===== src/rtl/slice_reduce_pipe_if.sv =====
// Handshake bundle for slice_reduce_pipe: beat source side and result sink side.
// master = the agent that feeds beats and consumes results; slave = the block itself.
interface slice_reduce_pipe_if #(
   parameter int DATA_W = 8
);
   localparam int G = DATA_W / 4;

   logic              in_valid;
   logic              in_ready;
   logic [DATA_W-1:0] data;
   logic [1:0]        mode;
   logic              out_valid;
   logic              out_ready;
   logic [G-1:0]      nor_vec;
   logic [G-1:0]      mix_vec;

   modport master (
      output in_valid, data, mode, out_ready,
      input  in_ready, out_valid, nor_vec, mix_vec
   );

   modport slave (
      input  in_valid, data, mode, out_ready,
      output in_ready, out_valid, nor_vec, mix_vec
   );
endinterface


===== src/rtl/slice_reduce_pipe.sv =====
// Per-nibble NOR4 / mode-selected combine, carried through a PIPE-deep valid/ready pipe (latency PIPE).
// Backpressure: global stall, in_ready = ~out_valid | out_ready; saturating count of delivered hit results.
module slice_reduce_pipe #(
   parameter int DATA_W = 8,
   parameter int PIPE   = 2,
   parameter int CNT_W  = 8
) (
   input  logic              clk,
   input  logic              rst_n,
   slice_reduce_pipe_if.slave bus,
   input  logic              clr_cnt,
   output logic [CNT_W-1:0]  hit_cnt
);
   localparam int G = DATA_W / 4;

   logic         adv;
   logic [3:0]   grp;
   logic [G-1:0] nor_in;
   logic [G-1:0] mix_in;

   logic [PIPE-1:0] vld;
   logic [G-1:0]    nor_st [PIPE];
   logic [G-1:0]    mix_st [PIPE];

   // Results are computed on entry so the stages only carry 2*G bits each.
   always_comb begin
      grp    = '0;
      nor_in = '0;
      mix_in = '0;
      for (int g = 0; g < G; g++) begin
         grp       = bus.data[4*g +: 4];
         nor_in[g] = ~|grp;
         case (bus.mode)
            2'd0:    mix_in[g] = ~(grp[0] & grp[1]) & (grp[2] | grp[3]);
            2'd1:    mix_in[g] = grp[2] | grp[3];
            2'd2:    mix_in[g] = ^grp;
            default: mix_in[g] = &grp;
         endcase
      end
   end

   assign adv          = ~vld[PIPE-1] | bus.out_ready;
   assign bus.in_ready = adv;

   // Payload only moves behind a valid bit, so X on idle data never enters the pipe.
   always_ff @(posedge clk or negedge rst_n) begin
      if (!rst_n) begin
         vld <= '0;
         for (int i = 0; i < PIPE; i++) begin
            nor_st[i] <= '0;
            mix_st[i] <= '0;
         end
      end else if (adv) begin
         vld[0] <= bus.in_valid;
         if (bus.in_valid) begin
            nor_st[0] <= nor_in;
            mix_st[0] <= mix_in;
         end
         for (int i = 1; i < PIPE; i++) begin
            vld[i] <= vld[i-1];
            if (vld[i-1]) begin
               nor_st[i] <= nor_st[i-1];
               mix_st[i] <= mix_st[i-1];
            end
         end
      end
   end

   assign bus.out_valid = vld[PIPE-1];
   assign bus.nor_vec   = nor_st[PIPE-1];
   assign bus.mix_vec   = mix_st[PIPE-1];

   always_ff @(posedge clk or negedge rst_n) begin
      if (!rst_n) begin
         hit_cnt <= '0;
      end else if (clr_cnt) begin
         hit_cnt <= '0;
      end else if (bus.out_valid && bus.out_ready && (|bus.nor_vec) && (hit_cnt != {CNT_W{1'b1}})) begin
         hit_cnt <= hit_cnt + 1'b1;
      end
   end
endmodule


===== src/flat_wrapper.sv =====
// flat-port wrapper written by rule: the top's interface ports become plain ports
module slice_reduce_pipe_flat 
#(
   parameter int DATA_W = 8,
   parameter int PIPE   = 2,
   parameter int CNT_W  = 8
)
  (clk, rst_n, clr_cnt, hit_cnt, bus_in_valid, bus_data, bus_mode, bus_out_ready, bus_in_ready, bus_out_valid, bus_nor_vec, bus_mix_vec);
  slice_reduce_pipe_if #(.DATA_W(DATA_W)) bus_i ();
  input  logic clk;
  input  logic rst_n;
  input  logic clr_cnt;
  output logic [CNT_W-1:0] hit_cnt;
  input wire logic [$bits(bus_i.in_valid)-1:0] bus_in_valid;
  input wire logic [$bits(bus_i.data)-1:0] bus_data;
  input wire logic [$bits(bus_i.mode)-1:0] bus_mode;
  input wire logic [$bits(bus_i.out_ready)-1:0] bus_out_ready;
  output wire logic [$bits(bus_i.in_ready)-1:0] bus_in_ready;
  output wire logic [$bits(bus_i.out_valid)-1:0] bus_out_valid;
  output wire logic [$bits(bus_i.nor_vec)-1:0] bus_nor_vec;
  output wire logic [$bits(bus_i.mix_vec)-1:0] bus_mix_vec;
  assign bus_i.in_valid = bus_in_valid;
  assign bus_i.data = bus_data;
  assign bus_i.mode = bus_mode;
  assign bus_i.out_ready = bus_out_ready;
  assign bus_in_ready = bus_i.in_ready;
  assign bus_out_valid = bus_i.out_valid;
  assign bus_nor_vec = bus_i.nor_vec;
  assign bus_mix_vec = bus_i.mix_vec;
  slice_reduce_pipe #(.DATA_W(DATA_W), .PIPE(PIPE), .CNT_W(CNT_W)) u_core (.clk(clk), .rst_n(rst_n), .bus(bus_i), .clr_cnt(clr_cnt), .hit_cnt(hit_cnt));
endmodule

===== config.mk =====
export PLATFORM = sky130hd
export DESIGN_NAME = slice_reduce_pipe_flat
export DESIGN_NICKNAME = d
export VERILOG_FILES = /design/src/rtl/slice_reduce_pipe_if.sv /design/src/rtl/slice_reduce_pipe.sv /design/src/flat_wrapper.sv
export SDC_FILE = /design/constraint.sdc
export NUM_CORES = 1
export LEC_CHECK = 0
export CAP_MARGIN = 0
export CORE_UTILIZATION = 42
export DETAILED_ROUTE_END_ITERATION = 7
export PLACE_DENSITY = 0.74
export SLEW_MARGIN = 20
export SYNTH_ARGS = -nofsm -noshare
export SYNTH_HDL_FRONTEND = slang
export SYNTH_SLANG_ARGS = --single-unit

===== constraint.sdc =====
create_clock -name clk -period 1.2 [get_ports clk]
set_input_delay 0.24 -clock clk [delete_from_list [all_inputs] [get_ports clk]]
set_output_delay 0.24 -clock clk [all_outputs]
set_load 0.03 [all_outputs]

Word-level counts from Yosys, hierarchy flattened
Cells that the tools add are included.
{ "word_totals": {"latch_bits": 0, "romBits": 0, "reg_bits": 18, "output_inout_bits": 14, "word_cells": 40, "mem_bits_rw": 0, "mem_count": 0} }
{ "op_classes": {"div_mod_pow": 0, "mux": 4, "n_eq_ne": 3, "n_addsub": 1, "multipliers": 0, "n_reduce_logical": 16, "n_shift": 0, "magnitude_cmp": 0, "n_bitwise": 10} }
{ "ops": {"columns": ["operator", "count"], "rows": [
  ["8-bit 2-to-1 mux", 2],
  ["8-bit by 1-bit adder with 8-bit output, second input constant", 1],
  ["8-bit inequality test, second input constant", 1],
  ["4-bit AND reduction", 2],
  ["4-bit OR reduction", 2],
  ["4-bit XOR reduction", 2],
  ["1-bit case mux with 3 select lines", 2],
  ["1-bit bitwise AND", 4],
  ["2-bit AND reduction", 2],
  ["1-bit logical AND", 3],
  ["1-bit NOT", 3],
  ["1-bit OR", 3],
  ["2-bit by 1-bit == test with 1-bit output, second input constant", 1],
  ["2-bit == test, second input constant", 1],
  ["1-bit zero test", 2],
  ["2-bit zero test", 1],
  ["2-bit nonzero test", 1],
  ["2-bit OR reduction", 1]
]} }

Longest topological paths before layout
Gate-level depths: netlist of the first run.
{ "logic_depth": {"ltp_word": 5, "mapped_depth": 6, "ltp_nobuf": 6} }

Least setup slack after synthesis of the first run
No wires, ideal clock.
{ "synth_path": {"path_type": "flip-flop to flip-flop", "from": "register u_core.hit_cnt[0]", "to": "register u_core.hit_cnt[7]", "synth_period_minus_slack_ns": 1.516, "arrival_ns": 1.397, "slack_ns": -0.316, "n_path_buf": 0, "path_stages_with_launch": 6, "setup_time_ns": 0.119, "path_cell_list": "dfrtp_1 ha_1 nand3_2 o211ai_2 nor3_1 o21ba_1"} }
{ "synth_via": {"elab_chain_len": 3} }
{ "synth_rtl": {"columns": ["item", "line_no", "source"], "rows": [
  ["from (decl)", "slice_reduce_pipe.sv:12", "output logic [CNT_W-1:0] hit_cnt"],
  ["from (signal assigned)", "slice_reduce_pipe.sv:79", "hit_cnt <= hit_cnt + 1'b1;"],
  ["8-bit by 1-bit adder with 8-bit output / 8-bit inequality test (equally long branches)", "slice_reduce_pipe.sv:79, slice_reduce_pipe.sv:78", null],
  ["8-bit 2-to-1 mux / 1-bit logical AND (equally long branches)", "slice_reduce_pipe.sv:78", "end else if (bus.out_valid && bus.out_ready && (|bus.nor_vec) && (hit_cnt != {CNT_W{1'b1}})) begin"],
  ["8-bit 2-to-1 mux / 2-bit nonzero test (equally long branches)", null, null]
]} }
Parallel ways exist; a longest one is shown, timed or not. The select of a mux whose other input is x is not followed.
A chain may end at the register's enable or synchronous reset.

Final worst setup path of the first run
{ "layout_path": {"from": "register u_core.hit_cnt[0]", "to": "register u_core.hit_cnt[3]"} }
The elaborated chain is that of the path after synthesis.

==> impl_metrics.prom, run 1 <==
# TYPE chip_impl_metric gauge
chip_impl_metric{name="antenna-diode-count",unit=""} 0
chip_impl_metric{name="leakagePower",unit="nW"} 0.886
chip_impl_info{name="cts_tree",value="yes"} 1
chip_impl_metric{name="p_sw",unit="W"} 0.000503
chip_impl_metric{name="syn-num-nets",unit=""} 127
chip_impl_metric{name="synth_compound_area_frac",unit=""} 0.149
chip_impl_metric{name="place.detailed.hpwl",unit="µm"} 1740
chip_impl_metric{name="grt_overflow",unit=""} 0
chip_impl_metric{name="synth_cell_type_count",unit=""} 32
chip_impl_metric{name="tritoncts.num_buffers",unit=""} 3
chip_impl_metric{name="switching_share",unit=""} 0.316
chip_impl_metric{name="routed_wirelength",unit="µm"} 2890
chip_impl_metric{name="first_iter_violations",unit=""} 18
chip_impl_info{name="netlist_top_cells_area",value="dfrtp_1 (43%), ha_1 (11%), mux2_2 (4.3%)"} 1
chip_impl_metric{name="syn_area_per_cell",unit="µm²"} 10.3
chip_impl_metric{name="maxSlewViolCount",unit=""} 0
chip_impl_metric{name="die_area",unit="mm²"} 0.00272
chip_impl_info{name="status",value="finished with violations"} 1
chip_impl_info{name="r2r_end",value="u_core.hit_cnt[3]$_DFFE_PN0P_"} 1
chip_impl_metric{name="drtPass1Iterations",unit=""} 4
chip_impl_metric{name="power.total",unit="W"} 0.00159
chip_impl_metric{name="power_frac_comb",unit=""} 0.355
chip_impl_metric{name="grt.total_usage",unit=""} 0.218
chip_impl_metric{name="cellInternalPower",unit="W"} 0.00109
chip_impl_metric{name="number_of_global_route_vias_before_repair",unit=""} 979
chip_impl_metric{name="clk_path_buf_depth",unit=""} 2
chip_impl_metric{name="synth_adder_area_share",unit=""} 0.107
chip_impl_metric{name="clkLatencyLatePin",unit="ns"} 0.30
chip_impl_metric{name="drt.antenna.violating_nets",unit=""} 0
chip_impl_metric{name="via_density",unit=""} 5.15
chip_impl_metric{name="max_clock_skew",unit="ns"} 0.0165
chip_impl_metric{name="slew_headroom",unit=""} 0.818
chip_impl_metric{name="muxShareOfSynthArea",unit=""} 0.0521
chip_impl_info{name="worstSetupPathType",value="reg2reg"} 1
chip_impl_metric{name="areaGrowthSynthToFinish",unit="%"} 74.2
chip_impl_info{name="reg2reg_from",value="u_core.hit_cnt[0]$_DFFE_PN0P_"} 1
chip_impl_metric{name="fp.dieH",unit="µm"} 52.2
chip_impl_metric{name="grt_max_degree",unit=""} 19
chip_impl_metric{name="layout-drive-gt1-share",unit=""} 0.527
chip_impl_metric{name="clkSinkCount",unit=""} 18
chip_impl_metric{name="worstMarginPinSlew",unit="ns"} 0.270
chip_impl_metric{name="crit_fanout",unit=""} 5
chip_impl_metric{name="synthSimpleGateAreaFrac",unit=""} 0.136
chip_impl_metric{name="power.ir.vdd_worst",unit="mV"} 0.676
chip_impl_metric{name="die-width",unit="µm"} 52.2
chip_impl_info{name="crit_slowest_cell",value="dfrtp_2"} 1
chip_impl_metric{name="nets",unit=""} 190
chip_impl_metric{name="critical_path_required",unit="ns"} 1.39
chip_impl_metric{name="worst_setup_hold_path_clk_slew",unit="ns"} 0.11
chip_impl_metric{name="wl_per_cell",unit="µm"} 15.0
chip_impl_metric{name="postLayoutSetupSlackWorst",unit="ns"} -0.180
chip_impl_metric{name="ys_ff_latch",unit=""} 18
chip_impl_info{name="failed_checks",value="setup timing"} 1
chip_impl_metric{name="sequential_power_share",unit=""} 0.448
chip_impl_metric{name="gp_congestion",unit=""} 0.769
chip_impl_metric{name="timing_hold_violations_final",unit=""} 0
chip_impl_info{name="worst_setup_path_end_kind",value="register"} 1
chip_impl_info{name="synth_top_family_by_area",value="compound AO/OA/AOI/OAI gates"} 1
chip_impl_metric{name="synthXorXnorAreaFrac",unit=""} 0.0580
chip_impl_metric{name="core_area",unit="mm²"} 0.00230
chip_impl_info{name="dominantRegCellSynth",value="dfrtp_1"} 1
chip_impl_info{name="critical_path.top_delay_family",value="flip-flops"} 1
chip_impl_metric{name="power.share.clock",unit=""} 0.196
chip_impl_metric{name="synthCells",unit=""} 103
chip_impl_info{name="critPathLaunchType",value="register"} 1
chip_impl_metric{name="worst_setup_timing_slack_at_the_placement_stage",unit="ns"} -0.472
chip_impl_info{name="grt_setup_unrepaired",value="yes"} 1
chip_impl_metric{name="async_flop_share",unit=""} 1.00
chip_impl_info{name="worstHoldPathType",value="in2async"} 1
chip_impl_metric{name="placement.io_buffers",unit=""} 28
chip_impl_metric{name="worst-path-buf-inv",unit=""} 1
chip_impl_metric{name="route.vias.total",unit=""} 994
chip_impl_metric{name="maxClockFrequency",unit="GHz"} 0.725
chip_impl_info{name="critical_path.endpoint",value="u_core.hit_cnt[3]$_DFFE_PN0P_"} 1
chip_impl_info{name="yosysTopAreaCell",value="dfrtp_1"} 1
chip_impl_info{name="ys_top_cells_by_count",value="dfrtp_1 (18), inv_1 (11), nand2_1 (11)"} 1
chip_impl_metric{name="totalNegativeSetupSlack",unit="ns"} -1.72
chip_impl_metric{name="std_cell_rows",unit=""} 17
chip_impl_metric{name="layout_worst_path_cycle_share",unit=""} 1.15
chip_impl_metric{name="cp.depth",unit=""} 6
chip_impl_metric{name="synth-seq-area-share",unit=""} 0.426
chip_impl_metric{name="timing.critical_path.arrival",unit="ns"} 1.57
chip_impl_metric{name="final-setup-viol-count",unit=""} 20
chip_impl_metric{name="h_tree_levels",unit=""} 1
chip_impl_metric{name="cap_violations",unit=""} 0
chip_impl_info{name="startpoint",value="u_core.hit_cnt[0]$_DFFE_PN0P_"} 1
chip_impl_info{name="clock-root-buffer",value="clkbuf_4"} 1
chip_impl_metric{name="period_minus_slack",unit="ns"} 1.38
chip_impl_metric{name="pwr_density_cell",unit="mW/mm²"} 865
chip_impl_info{name="path_cells",value="ha_4, nand3_4, o211ai_4, buf_6, xor2_1, nor2_1"} 1
chip_impl_metric{name="synth_enable_flop_cells",unit=""} 0
chip_impl_metric{name="starting_density_of_the_core",unit=""} 0.460
chip_impl_metric{name="top_cell_type_s_share_of_synthesized_area",unit=""} 0.426
chip_impl_metric{name="initial_antenna_violation_count",unit=""} 0
chip_impl_metric{name="worst-r2r-cell-count",unit=""} 6
chip_impl_metric{name="io_pins",unit=""} 29
chip_impl_metric{name="grt_pass1_wl",unit="µm"} 4220
chip_impl_info{name="synth.most_common_cell",value="dfrtp_1"} 1
chip_impl_metric{name="synth.yosys.warnings",unit=""} 0
chip_impl_metric{name="worst_path_largest_cell_delay",unit="ns"} 0.41
chip_impl_metric{name="post_synth_instance_area",unit="mm²"} 0.00106
chip_impl_metric{name="drt_drc_violations_left",unit=""} 0
chip_impl_metric{name="ff2ff_setup_slack",unit="ns"} -0.18
[flip-flops by register name (all words and copies together), names as in the netlist]
signal	count
u_core.vld	2
u_core.bus.mix_vec	2
u_core.nor_st	2
u_core.hit_cnt	8
u_core.mix_st	2
u_core.bus.nor_vec	2
[layout make-up]
class / instances / area, µm²
well taps: 28 / 35.0
flip-flops and latches: 18 / 460
multi-input cells: 69 / 679
inverters: 11 / 41.3
repair buffers: 63 / 599
clock buffers: 4 / 26.3
fillers: 135 / 455
[kinds of logic (layout without fill, tap and decap cells)]
logic type / count (synthesis) / count (layout)
AND/OR/NAND/NOR: 27 / 27
AO/OA/AOI/OAI: 21 / 21
flip-flops: 18 / 18
buffers and inverters: 16 / 78
adder cells (fa/ha/maj): 9 / 9
XOR/XNOR: 7 / 7
multiplexers: 5 / 5
[per-stage QoR]
stage / instance area [µm²] / hold WS (ns) / cells / utilization
CTS: 1730 / 0.257 / 187 / 0.752
finish: 1840 / 0.252 / 193 / 0.802
detailed placement: 1500 / 0.453 / 176 / 0.653
global placement: 1500 / 0.445 / 176 / 0.653
floorplan: 1090 / -0.0556 / 103 / -
global route: 1840 / 0.255 / 193 / 0.802
[cell usage in the layout, fill, tap and decap left out, types with 4 or more instances in the layout]
| master | synthesis | layout |
|---|---|---|
| buf_6 | 0 | 27 |
| nor2_1 | 6 | 6 |
| inv_2 | 0 | 4 |
| clkdlybuf4s50_1 | 0 | 6 |
| dfrtp_1 | 18 | 10 |
| buf_4 | 4 | 22 |
| inv_1 | 11 | 7 |
| dfrtp_2 | 0 | 8 |
| dlygate4sd2_1 | 0 | 8 |
| ha_1 | 9 | 4 |
| o21ai_1 | 0 | 4 |
| nand2_1 | 11 | 8 |
| xor2_1 | 5 | 4 |
| ha_4 | 0 | 5 |
[worst reg2reg max path, delay by kind of cell (launching register included)]
| kind | cells | cell delay [ns] |
|---|---|---|
| XOR/XNOR | 1 | 0.16 |
| AO/OA/AOI/OAI | 1 | 0.23 |
| buffers and inverters | 1 | 0.13 |
| adder cells (fa/ha/maj) | 1 | 0.16 |
| flip-flops | 1 | 0.41 |
| AND/OR/NAND/NOR | 2 | 0.19 |
[metal layers]
metal  share of wire  global-route usage  vias up
met2            0.54               0.385       33
met1            0.41               0.253      488
met4          0.0090               0.127        0
li1                -                   -      471
met3           0.038              0.0232        2
met5               0                   0        -
[power by group through the flow]
| stage | clock network [W] | registers, W | logic [W] |
|---|---|---|---|
| 2_1_floorplan | 0 | 0.000723 | 0.000255 |
| 3_3_place_gp | 0 | 0.000710 | 0.000422 |
| 3_5_place_dp | 0 | 0.000711 | 0.000435 |
| 4_1_cts | 0.000317 | 0.000700 | 0.000482 |
| 5_1_grt | 0.000352 | 0.000723 | 0.000606 |
| 6_report | 0.000313 | 0.000714 | 0.000566 |
[timing repair]
| action | CTS | global route |
|---|---|---|
| gates resized for setup | 46 | 16 |
| setup endpoints to repair | 24 | 27 |
| buffers inserted | 7 | 6 |
| hold buffers | 0 | 0 |
| pin swaps | 12 | 2 |
[how the worst min path moves through the flow]
stage | cells past startpoint | start | end
6_report | 2 | rst_n | u_core.nor_st[3]$_DFFE_PN0P_
5_1_grt | 2 | rst_n | u_core.nor_st[3]$_DFFE_PN0P_
4_1_cts | 2 | rst_n | u_core.nor_st[3]$_DFFE_PN0P_
3_5_place_dp | 2 | u_core.vld[0]$_DFFE_PN0N_ | u_core.vld[1]$_DFFE_PN0N_
3_3_place_gp | 2 | u_core.vld[0]$_DFFE_PN0N_ | u_core.vld[1]$_DFFE_PN0N_
2_1_floorplan | 0 | rst_n | u_core.bus.mix_vec[0]$_DFFE_PN0P_
(Power assumes the default switching activity.)
==> inputs of run 2 (changes only) <==
- PLACE_DENSITY: 0.74 -> 0.83
==> impl_metrics.prom, run 2 (synthesized netlist as in run 1, its figures left out) <==
# TYPE chip_impl_metric gauge
chip_impl_metric{name="starting_density_of_the_core",unit=""} 0.460
chip_impl_metric{name="grt_overflow",unit=""} 0
chip_impl_metric{name="initial_antenna_violation_count",unit=""} 0
chip_impl_metric{name="route.vias.total",unit=""} 948
chip_impl_metric{name="period_minus_slack",unit="ns"} 1.37
chip_impl_metric{name="layout_worst_path_cycle_share",unit=""} 1.14
chip_impl_metric{name="number_of_global_route_vias_before_repair",unit=""} 994
chip_impl_metric{name="maxClockFrequency",unit="GHz"} 0.731
chip_impl_metric{name="dpl_cell_area",unit="mm²"} 0.00146
chip_impl_metric{name="worst_setup_hold_path_clk_slew",unit="ns"} 0.11
chip_impl_metric{name="fp.dieH",unit="µm"} 52.2
chip_impl_metric{name="clk_path_buf_depth",unit=""} 2
chip_impl_metric{name="pwr_density_cell",unit="mW/mm²"} 905
chip_impl_metric{name="wl_per_cell",unit="µm"} 15.0
chip_impl_metric{name="clkSinkCount",unit=""} 18
chip_impl_metric{name="worst_path_largest_cell_delay",unit="ns"} 0.41
chip_impl_info{name="layout.cells.most_common_list",value="buf_6 (24), buf_4 (13), dfrtp_1 (10), inv_1 (9), dfrtp_2 (8)"} 1
chip_impl_info{name="grt_setup_unrepaired",value="yes"} 1
chip_impl_metric{name="first_iter_violations",unit=""} 14
chip_impl_metric{name="totalNegativeSetupSlack",unit="ns"} -1.61
chip_impl_metric{name="drt_drc_violations_left",unit=""} 0
chip_impl_metric{name="timing.critical_path.arrival",unit="ns"} 1.57
chip_impl_metric{name="place.detailed.hpwl",unit="µm"} 1780
chip_impl_metric{name="grt.total_usage",unit=""} 0.206
chip_impl_metric{name="routed_wirelength",unit="µm"} 2710
chip_impl_metric{name="timing_hold_violations_final",unit=""} 0
chip_impl_metric{name="placement.io_buffers",unit=""} 28
chip_impl_info{name="status",value="finished with violations"} 1
chip_impl_info{name="regMostFlops",value="u_core.hit_cnt"} 1
chip_impl_metric{name="max_clock_skew",unit="ns"} 0.0155
chip_impl_info{name="worstSetupPathType",value="reg2reg"} 1
chip_impl_metric{name="via_density",unit=""} 5.24
chip_impl_metric{name="slew_headroom",unit=""} 0.825
chip_impl_metric{name="tritoncts.num_buffers",unit=""} 3
chip_impl_metric{name="grt_max_degree",unit=""} 19
chip_impl_metric{name="ff2ff_setup_slack",unit="ns"} -0.17
chip_impl_metric{name="h_tree_levels",unit=""} 1
chip_impl_metric{name="clkLatencyLatePin",unit="ns"} 0.30
chip_impl_metric{name="drt.antenna.violating_nets",unit=""} 0
chip_impl_info{name="critPathLaunchType",value="register"} 1
chip_impl_metric{name="die_area",unit="mm²"} 0.00272
chip_impl_metric{name="layout-drive-gt1-share",unit=""} 0.490
chip_impl_metric{name="io_pins",unit=""} 29
chip_impl_metric{name="worstMarginPinSlew",unit="ns"} 0.259
chip_impl_metric{name="antenna-diode-count",unit=""} 0
chip_impl_metric{name="die-width",unit="µm"} 52.2
chip_impl_metric{name="crit_fanout",unit=""} 5
chip_impl_info{name="final_common_cell",value="buf_6"} 1
chip_impl_metric{name="maxSlewViolCount",unit=""} 0
chip_impl_metric{name="power.ir.vdd_worst",unit="mV"} 0.664
chip_impl_metric{name="largest_reg_flops",unit=""} 8
chip_impl_metric{name="final-setup-viol-count",unit=""} 21
chip_impl_metric{name="core_area",unit="mm²"} 0.00230
chip_impl_metric{name="postLayoutCellArea",unit="mm²"} 0.00171
chip_impl_metric{name="areaGrowthSynthToFinish",unit="%"} 61.8
chip_impl_metric{name="grt_pass1_wl",unit="µm"} 4110
chip_impl_metric{name="leakagePower",unit="nW"} 0.832
chip_impl_info{name="crit_slowest_cell",value="dfrtp_2"} 1
chip_impl_metric{name="critical_path_required",unit="ns"} 1.40
chip_impl_info{name="cts_tree",value="yes"} 1
chip_impl_info{name="startpoint",value="u_core.hit_cnt[0]$_DFFE_PN0P_"} 1
chip_impl_metric{name="postLayoutSetupSlackWorst",unit="ns"} -0.169
chip_impl_info{name="worst_setup_path_end_kind",value="register"} 1
chip_impl_info{name="clock-root-buffer",value="clkbuf_4"} 1
chip_impl_metric{name="nets",unit=""} 178
chip_impl_metric{name="drtPass1Iterations",unit=""} 4
chip_impl_metric{name="cap_violations",unit=""} 0
chip_impl_info{name="reg2reg_from",value="u_core.hit_cnt[0]$_DFFE_PN0P_"} 1
chip_impl_metric{name="std_cell_rows",unit=""} 17
chip_impl_info{name="path_cells",value="ha_4, nand3_4, o21ai_4, buf_6, mux2i_1, nor2_1"} 1
chip_impl_info{name="worstHoldPathType",value="in2async"} 1
chip_impl_metric{name="gp_congestion",unit=""} 0.801
chip_impl_info{name="failed_checks",value="setup timing"} 1
==> run 2: cell type report <==
cell class,count,area (µm²)
multi-input combinational,69,649
fill,146,587
timing repair buffer,51,498
sequential,18,460
inverter,11,41.3
tap,28,35.0
clock buffer,4,26.3
==> run 2: critical path: cells and delay by family, from the launching register on <==
family                     cells  cell delay, ns
buffers and inverters          1            0.13
muxes                          1            0.19
AOI/OAI and AO/OA              1            0.19
and+or+nand+nor                2            0.19
adders and majority gates      1            0.17
DFF                            1            0.41
==> run 2: metrics by stage <==
stage                     total power, W   util  cells  worst slack (ns)  hold WS [ns]
after floorplan                 0.000978      -    103            -0.162       -0.0556
after global placement           0.00111  0.633    170            -0.416         0.445
after detailed placement         0.00113  0.633    170            -0.528         0.471
after CTS                        0.00148  0.707    179            -0.142         0.276
after global routing             0.00162  0.745    181            -0.211         0.293
final                            0.00155  0.745    181            -0.169         0.263
==> run 2: routing by layer <==
| layer | share of wire | track usage |
|---|---|---|
| met5 | 0 | 0 |
| met4 | 0.0099 | 0.0658 |
| met3 | 0.025 | 0.0174 |
| met2 | 0.57 | 0.432 |
| met1 | 0.40 | 0.205 |
==> run 2: repair_timing <==
item,in CTS,in global routing
pin swaps,15,9
hold buffers,0,0
gates resized for setup,37,19
endpoints found under the setup margin,24,23
buffers inserted,5,2
==> run 2: worst paths after layout <==
check / cells after the start / endpoint
max in group asynchronous: 2 / u_core.hit_cnt[4]$_DFFE_PN0P_
hold reg to reg: 2 / u_core.nor_st[2]$_DFFE_PN0P_
setup / recovery: 6 / u_core.hit_cnt[1]$_DFFE_PN0P_
setup reg to reg: 6 / u_core.hit_cnt[1]$_DFFE_PN0P_
min in group clk: 5 / u_core.nor_st[3]$_DFFE_PN0P_
hold / removal: 2 / u_core.hit_cnt[3]$_DFFE_PN0P_
==> run 2: power breakdown <==
group | internal, W | switching, W
Clock | 0.000129 | 0.000192
Sequential | 0.000668 | 0.0000446
Combinational | 0.000254 | 0.000259
Total | 0.00105 | 0.000496
